## src/rtl/mem_arbiter.sv

```systemverilog
// Two-port arbiter/sequencer for the shared data memory: instruction fetch vs load/store,
// with range/funct3 checking, a fetch starvation guard and registered memory strobes.
module mem_arbiter #(
  parameter int unsigned MEMSIZE  = 64,
  parameter int unsigned MAX_WAIT = 4
) (
  input  logic        clk_i,
  input  logic        rst_ni,

  input  logic        if_req_valid_i,
  output logic        if_req_ready_o,
  input  logic [31:0] if_req_addr_i,
  output logic        if_rsp_valid_o,
  input  logic        if_rsp_ready_i,
  output logic [31:0] if_rsp_data_o,
  output logic        if_rsp_err_o,

  input  logic        ls_req_valid_i,
  output logic        ls_req_ready_o,
  input  logic        ls_req_write_i,
  input  logic [31:0] ls_req_addr_i,
  input  logic [11:0] ls_req_offset_i,
  input  logic [2:0]  ls_req_funct3_i,
  input  logic [31:0] ls_req_wdata_i,
  output logic        ls_rsp_valid_o,
  input  logic        ls_rsp_ready_i,
  output logic [31:0] ls_rsp_data_o,
  output logic        ls_rsp_err_o,

  output logic [31:0] mem_addr_o,
  output logic [11:0] mem_offset_o,
  output logic [31:0] mem_value_o,
  output logic [2:0]  mem_funct3_o,
  output logic        mem_read_o,
  output logic        mem_write_o,
  input  logic [31:0] mem_data_i
);

  typedef enum logic [1:0] {StIdle, StIssue, StCapture, StResp} state_e;

  localparam logic [3:0]  MaxWait = 4'(MAX_WAIT);
  localparam logic [32:0] MemSize = 33'(MEMSIZE);

  state_e      state_q;
  logic [3:0]  starve_q;
  logic [31:0] eff_q;
  logic [31:0] wdata_q;
  logic [31:0] rdata_q;
  logic [2:0]  funct3_q;
  logic        write_q;
  logic        owner_if_q;
  logic        err_q;
  logic        mem_read_q;
  logic        mem_write_q;
  logic        if_rsp_valid_q;
  logic        ls_rsp_valid_q;

  logic [31:0] ls_eff;
  logic [2:0]  ls_size;
  logic        ls_f3_bad;
  logic        ls_range_bad;
  logic        if_range_bad;
  logic        if_win;
  logic        ls_win;
  logic        idle;
  logic        rsp_ready;

  logic [31:0] sel_eff;
  logic [31:0] sel_wdata;
  logic [2:0]  sel_funct3;
  logic        sel_write;
  logic        sel_err;

  // Request decode: effective address, access size and error flags.
  always_comb begin
    ls_eff    = ls_req_addr_i + {{20{ls_req_offset_i[11]}}, ls_req_offset_i};
    ls_size   = 3'd0;
    ls_f3_bad = 1'b0;
    case (ls_req_funct3_i)
      3'd0, 3'd4: ls_size = 3'd1;
      3'd1, 3'd5: ls_size = 3'd2;
      3'd2:       ls_size = 3'd4;
      default:    ls_f3_bad = 1'b1;
    endcase
    // Unsigned load variants have no store counterpart.
    if (ls_req_write_i && ls_req_funct3_i[2]) ls_f3_bad = 1'b1;
    // 33-bit sums so an address near 2^32 cannot wrap back into range.
    ls_range_bad = ({1'b0, ls_eff} + 33'(ls_size)) > MemSize;
    if_range_bad = ({1'b0, if_req_addr_i} + 33'd4) > MemSize;
  end

  assign idle   = (state_q == StIdle);
  assign if_win = if_req_valid_i && (!ls_req_valid_i || (starve_q == MaxWait));
  assign ls_win = ls_req_valid_i && !if_win;

  always_comb begin
    sel_eff    = '0;
    sel_wdata  = '0;
    sel_funct3 = 3'd2;
    sel_write  = 1'b0;
    sel_err    = 1'b0;
    if (if_win) begin
      sel_eff = if_req_addr_i;
      sel_err = if_range_bad;
    end else if (ls_win) begin
      sel_eff    = ls_eff;
      sel_wdata  = ls_req_wdata_i;
      sel_funct3 = ls_req_funct3_i;
      sel_write  = ls_req_write_i;
      sel_err    = ls_f3_bad | ls_range_bad;
    end
  end

  assign rsp_ready = owner_if_q ? if_rsp_ready_i : ls_rsp_ready_i;

  always_ff @(posedge clk_i or negedge rst_ni) begin
    if (!rst_ni) begin
      state_q        <= StIdle;
      starve_q       <= '0;
      eff_q          <= '0;
      wdata_q        <= '0;
      rdata_q        <= '0;
      funct3_q       <= '0;
      write_q        <= 1'b0;
      owner_if_q     <= 1'b0;
      err_q          <= 1'b0;
      mem_read_q     <= 1'b0;
      mem_write_q    <= 1'b0;
      if_rsp_valid_q <= 1'b0;
      ls_rsp_valid_q <= 1'b0;
    end else begin
      unique case (state_q)
        StIdle: begin
          if (if_win || ls_win) begin
            owner_if_q <= if_win;
            eff_q      <= sel_eff;
            wdata_q    <= sel_wdata;
            funct3_q   <= sel_funct3;
            write_q    <= sel_write;
            err_q      <= sel_err;
            if (if_win) begin
              starve_q <= '0;
            end else if (if_req_valid_i && (starve_q != MaxWait)) begin
              starve_q <= starve_q + 4'd1;
            end
            if (sel_err) begin
              // Rejected accesses skip the memory entirely.
              rdata_q        <= '0;
              if_rsp_valid_q <= if_win;
              ls_rsp_valid_q <= ls_win;
              state_q        <= StResp;
            end else begin
              mem_read_q  <= !sel_write;
              mem_write_q <= sel_write;
              state_q     <= StIssue;
            end
          end
        end
        StIssue: begin
          mem_read_q  <= 1'b0;
          mem_write_q <= 1'b0;
          state_q     <= StCapture;
        end
        StCapture: begin
          rdata_q        <= write_q ? 32'h0 : mem_data_i;
          if_rsp_valid_q <= owner_if_q;
          ls_rsp_valid_q <= !owner_if_q;
          state_q        <= StResp;
        end
        StResp: begin
          if (rsp_ready) begin
            if_rsp_valid_q <= 1'b0;
            ls_rsp_valid_q <= 1'b0;
            state_q        <= StIdle;
          end
        end
        default: state_q <= StIdle;
      endcase
    end
  end

  assign if_req_ready_o = idle && if_win;
  assign ls_req_ready_o = idle && ls_win;

  assign if_rsp_valid_o = if_rsp_valid_q;
  assign if_rsp_data_o  = if_rsp_valid_q ? rdata_q : 32'h0;
  assign if_rsp_err_o   = if_rsp_valid_q & err_q;
  assign ls_rsp_valid_o = ls_rsp_valid_q;
  assign ls_rsp_data_o  = ls_rsp_valid_q ? rdata_q : 32'h0;
  assign ls_rsp_err_o   = ls_rsp_valid_q & err_q;

  assign mem_addr_o   = eff_q;
  assign mem_offset_o = 12'h0;
  assign mem_value_o  = wdata_q;
  assign mem_funct3_o = funct3_q;
  assign mem_read_o   = mem_read_q;
  assign mem_write_o  = mem_write_q;

endmodule
```

## config.mk

```make
export PLATFORM = sky130hd
export DESIGN_NAME = mem_arbiter
export DESIGN_NICKNAME = d
export VERILOG_FILES = /design/src/rtl/mem_arbiter.sv
export SDC_FILE = /design/constraint.sdc
export NUM_CORES = 1
export LEC_CHECK = 0
export CORE_ASPECT_RATIO = 1.2
export CORE_MARGIN = 4
export CORE_UTILIZATION = 42
export DETAILED_ROUTE_END_ITERATION = 8
export PLACE_DENSITY = 0.76
export SLEW_MARGIN = 10
export SYNTH_ARGS = -nofsm -noshare
export SYNTH_HDL_FRONTEND = slang
export SYNTH_SLANG_ARGS = --single-unit
```

## constraint.sdc

```tcl
create_clock -name clk_i -period 2.6 [get_ports clk_i]
set_clock_uncertainty 0.2 [all_clocks]
set_input_delay 0.52 -clock clk_i [delete_from_list [all_inputs] [get_ports clk_i]]
set_output_delay 0.52 -clock clk_i [all_outputs]
set_load 0.02 [all_outputs]
```

==> Yosys cells after proc, flatten, opt, wreduce, memory -nomap -nowiden <==
Index checks and enable logic that the tools add are counted.
{ "word_totals": {"reg_bits": 112, "input_bits": 150, "wordCells": 101} }
{ "op_classes": {"addsub": 4, "magnitude_cmp": 2, "n_eq_ne": 13, "n_mux": 39, "bitwise": 3, "n_reduce_logical": 27} }
{ "ops": {"columns": ["operator", "n"], "rows": [
  ["$mux W32", 9],
  ["$gt A33 B7 Y1 const B", 2],
  ["$pmux W32 S2", 1],
  ["$add A32 B3 Y33", 1],
  ["$add A32 B3 Y33 const B", 1],
  ["$add A32 B32 Y32", 1],
  ["$mux W1", 16],
  ["$pmux W3 S3", 1],
  ["$reduce_and A3 Y1", 3],
  ["$mux W4", 2],
  ["$pmux W2 S4", 1],
  ["$eq A3 B3 Y1 const B", 2],
  ["$logic_and A1 B1 Y1", 6],
  ["$mux W2", 3],
  ["$mux W3", 2],
  ["$pmux W1 S3", 2],
  ["$reduce_bool A2 Y1", 3],
  ["$reduce_or A5 Y1", 1],
  ["$add A4 B1 Y4 const B", 1],
  ["$eq A2 B2 Y1 const B", 2],
  ["$eq A4 B3 Y1 const B", 1],
  ["$logic_not A1 Y1", 4],
  ["$ne A2 B1 Y1 const B", 2],
  ["$ne A2 B2 Y1 const B", 2],
  ["14 further kinds", 19]
]} }

==> Logic depth before layout (Yosys ltp) <==
{ "logic_depth": {"depth_word": 11, "depth_mapped": 18, "mapped_depth_nobuf": 16} }

==> Least setup slack after synthesis <==
Ideal clock, no wire load.
{ "synth_path": {"kind": "input port to flip-flop", "startpoint": "input ls_req_addr_i[0]", "endpoint": "register rdata_q[10]", "setup_time_ps": 79, "arrival_time_ps": 4738, "required_ps": 2321, "slack_ps": -2417, "cell_stages": 17, "n_path_buf": 2, "cell_sequence": "ha_1 fa_1 a21o_1 a221oi_2 o31a_1 xnor2_2 nand4_1 or4_4 or3_4 a211o_1 nor4_1 nand4_1 and2_1 buf_6 o22ai_4 buf_12 mux2i_1"} }
{ "synth_via": {"elab_chain_len": 8} }
{ "synth_lines": {"columns": ["element", "line", "source"], "rows": [
  ["start: declaration", "21", "input logic [31:0] ls_req_addr_i,"],
  ["$add A32 B32 Y32", "76", "ls_eff = ls_req_addr_i + {{20{ls_req_offset_i[11]}}, ls_req_offset_i};"],
  ["$add A32 B3 Y33", "88", "ls_range_bad = ({1'b0, ls_eff} + 33'(ls_size)) > MemSize;"],
  ["$gt A33 B7 Y1", "88", null],
  ["$or A1 B1 Y1", "110", "sel_err = ls_f3_bad | ls_range_bad;"],
  ["$mux W1", "105", "end else if (ls_win) begin"],
  ["$mux W1", "102", "if (if_win) begin"],
  ["$ne A2 B1 Y1 (no source line)", null, null],
  ["$reduce_and A3 Y1 (no source line)", null, null],
  ["end signal: assignment", "165", "rdata_q <= write_q ? 32'h0 : mem_data_i;"],
  ["end: declaration", "48", "logic [31:0] rdata_q;"]
]} }
Every way passes these cells.
A chain may end at the register's enable or synchronous reset.

==> Worst setup path after layout <==
{ "layout_path": {"startpoint": "input ls_req_offset_i[7]", "endpoint": "register rdata_q[5]"} }
{ "layout_via": {"elab_chain_len": 8} }
{ "layout_lines": {"columns": ["element", "line", "source"], "rows": [
  ["start: declaration", "22", "input logic [11:0] ls_req_offset_i,"],
  ["$add A32 B32 Y32", "76", null],
  ["$add A32 B3 Y33", "88", null],
  ["$gt A33 B7 Y1", "88", null],
  ["$or A1 B1 Y1", "110", null],
  ["$mux W1", "105", null],
  ["$mux W1", "102", null],
  ["$ne A2 B1 Y1 (no source line)", null, null],
  ["$reduce_and A3 Y1 (no source line)", null, null]
]} }
Every way passes these cells.

==> reports/qor.json <==
{
  "hold_path": {
    "worst_hold_check_path_type": "register to register"
  },
  "timing": {
    "timing.final.ws_setup_ns": -2.10,
    "grt_setup_unrepaired": "yes",
    "max_slew_margin_pct": 66.6,
    "hold_viol_final": 0,
    "final.period_utilization_pct": 181,
    "drv_slew": 0,
    "max_clock_freq_ghz": 0.213,
    "setup_viol_count_final": 58,
    "hold_slack_ns": 0.298,
    "final_period_minus_worst_setup_slack_ns": 4.70,
    "worst_pin_slew_ns": 0.498
  },
  "clocking": {
    "cts_made_buffers": 9,
    "cts_root_buf": "clkbuf_16",
    "ctsHtreeMaxLevel": 3,
    "clk_path_buf_depth": 2,
    "clk-insertion-delay-late_ns": 0.35,
    "clock_slew_at_reported_path_ffs_ns": 0.08,
    "cts_tree": "yes",
    "clock_sink_count": 112
  },
  "drt": {
    "final_antenna_net_count": 0,
    "detail_route.vias_per_cell": 5.70,
    "via_count": 10300,
    "drc": 0,
    "initialDrtViolationCount": 657,
    "first_drt_pass_iteration_count": 6,
    "wl_per_cell_um": 20.3,
    "total_detailed_routing_wirelength_mm": 36.7
  },
  "power_and_ir_drop": {
    "p_leak_uw": 0.00681,
    "sequentialPowerShare_pct": 24.8,
    "power.clock.fraction_pct": 11.6,
    "vdd.ir_drop.worst_mv": 0.472,
    "total_power_uw": 12300,
    "internal_power_uw": 7050,
    "combPwrFrac_pct": 63.6,
    "total_power_per_unit_cell_area_mw_per_mm2": 787,
    "power.switching_fraction_pct": 42.6,
    "switchingPower_uw": 5230
  },
  "global_routing": {
    "grt_start_max_net_pins": 70,
    "grtUsageTotal_pct": 28.5,
    "global_route.usage.met3_pct": 5.36,
    "via_count_of_the_first_global_routing_pass": 10000,
    "grt_overflow_total": 0,
    "grtUsageMet2_pct": 53.4,
    "grt_use_met1_pct": 31.1,
    "grt_antenna_before_repair": 1,
    "grt.busiest_layer": "met2",
    "grt_first_pass_wirelength_mm": 51.2
  },
  "status": {
    "result_of_the_run": "finished with violations",
    "failing_checks": "setup timing"
  },
  "placement": {
    "place.detailed.hpwl_mm": 25.3,
    "place_ws_ns": -2.91,
    "gp_congestion": 0.904,
    "buffer_ports.inserted": 288,
    "dp.cells": 1736
  },
  "logic_synthesis": {
    "async_flop_share_pct": 100,
    "syn_inst": 995,
    "synth_enable_flop_cells": 0,
    "yosys.cell_types.count": 85,
    "yosysSeqAreaShare_pct": 33.0,
    "ys_ff_latch": 112,
    "synth_area_per_cell_um2": 8.53,
    "yosysMostFrequentCell": "dfrtp_1",
    "synth_common_cells": "dfrtp_1, nor2_1, nand2_1, and2_1, inv_1",
    "yosys.area.top_type": "dfrtp_1",
    "ys_dominant_reg_cell": "dfrtp_1",
    "synth.area.top_cells": "dfrtp_1, ha_1, and2_1, nor2_1, mux2i_1",
    "netlist.area_leader.share_pct": 33.0,
    "mappedNetlistArea_mm2": 0.00849,
    "synth_warnings": 0
  },
  "setup_path": {
    "timing.critical_path.to_type": "register",
    "category_of_the_most_critical_setup_path": "input port to register",
    "data_arrival_time_of_the_critical_path_ns": 4.75,
    "critical_path.startpoint_type": "input port",
    "cp_data_required_time_ns": 2.66,
    "largest_fanout_of_any_net_on_the_critical_path": 6
  },
  "floorplanning": {
    "num_io_pins": 301,
    "core-area_mm2": 0.0197,
    "die_extent_in_y_um": 164,
    "floorplan.die.width_um": 138,
    "floorplan.initialDensity_pct": 43.1,
    "die-area_mm2": 0.0226,
    "rows": 56
  },
  "cells_and_area": {
    "post_route_cells_drive_above_1_share_pct": 33.7,
    "filler_cell_count": 1244,
    "layout-area-overhead-vs-synth_pct": 83.8,
    "final_cell_count_no_fill": 1805,
    "count_of_nets_after_finishing": 1731
  },
  "run": {
    "timing.max_cap.violations": 0
  }
}
## placed cells by master (no fill, tap or decap), drive strengths merged, types with 18 or more instances in the layout
cell type,n
ha,41
clkdlybuf4s50,248
o21ai,42
nor2,108
a21oi,46
inv,51
nor3,19
a22o,36
and2,76
nand3,25
mux2i,37
buf,309
a221oi,28
nand4,18
nand2,90
dfrtp,112
## metrics by stage
step	area (um^2)	util (%)	setup TNS (ns)
after detailed placement	13700	69.3	-132.51
after global placement	13700	69.3	-128.73
after floorplan	8890	-	-85.01
after global routing	15600	79.3	-90.26
after CTS	15100	76.5	-80.00
final	15600	79.3	-82.01
## critical path, stage by stage
cell and delay (ns):
dlygate4sd2_1 0.26, ha_4 0.31, buf_4 0.13, nand2_1 0.08, o21ai_2 0.19, nor2_1 0.08
a211oi_2 0.37, buf_4 0.18, buf_4 0.10, buf_4 0.13, nand4b_1 0.20, or4_4 0.59
nor4_2 0.21, a211oi_1 0.10, a211oi_1 0.20, nand4_1 0.18, and2_4 0.23, o22ai_4 0.12
buf_12 0.17, buf_12 0.14, mux2i_2 0.24
## worst paths after layout
kind                               startpoint              to  slack [ns]  cells past startpoint
min in group asynchronous              rst_ni   mem_addr_o[0]        0.48                      3
hold / removal                        write_q         write_q        0.30                      2
setup reg to reg                  starve_q[1]      rdata_q[5]        0.09                     12
setup / recovery           ls_req_offset_i[7]      rdata_q[5]       -2.10                     21
hold reg to reg                       write_q         write_q        0.30                      2
max in group asynchronous              rst_ni  ls_rsp_valid_o        1.36                      3
## per-layer routing
layer / wire [um] / vias to the layer above
li1: - / 4702
met1: 12700 / 4926
met2: 19100 / 501
met3: 2680 / 162
met4: 2260 / 0
met5: 0 / -
## sequential cells by signal, indices dropped and copies added, names as in the netlist
name and cells:
err_q 1, owner_if_q 1, ls_rsp_valid_o 1, rdata_q 32, state_q 2, mem_addr_o 32, if_rsp_valid_o 1, starve_q 4
write_q 1, mem_read_o 1, mem_value_o 32, mem_funct3_o 3, mem_write_o 1
## kinds of logic after synthesis
| family | synth area share [%] |
|---|---|
| AO/OA/AOI/OAI | 22.7 |
| XOR/XNOR | 2.67 |
| adder cells (fa/ha/maj) | 6.52 |
| buffers and inverters | 6.22 |
| flip-flops | 33.0 |
| multiplexers | 4.76 |
| other | 0.0442 |
| AND/OR/NAND/NOR | 24.0 |
## timing repair
item                       in CTS  in global routing
hold buffers                    1                  0
cloned                          3                  1
setup endpoints to repair      67                 66
buffers inserted               31                 25
pin swaps                      93                 82
hold endpoints to repair       43                  0
resized for setup             254                 91
## power by group through the flow
| stage | sequential [uW] | combinational, uW | clock (uW) |
|---|---|---|---|
| 2_1_floorplan | 3570 | 3140 | 0 |
| 3_3_place_gp | 3020 | 6540 | 0 |
| 3_5_place_dp | 3060 | 6690 | 0 |
| 4_1_cts | 3030 | 7360 | 1440 |
| 5_1_grt | 3130 | 8280 | 1520 |
| 6_report | 3050 | 7800 | 1420 |
## cell type report
cell class / instances / area, um^2 / share of cell area (%)
multi-input combinational: 784 / 6590 / 42.2
timing repair buffer: 583 / 5390 / 34.6
sequential: 112 / 2800 / 18.0
tap: 261 / 327 / 2.09
clock buffer: 9 / 225 / 1.44
inverter: 48 / 180 / 1.15
clock inverter: 7 / 86.3 / 0.553
antenna: 1 / 2.50 / 0.0160
Note: power is estimated with default switching activity, not from simulation.
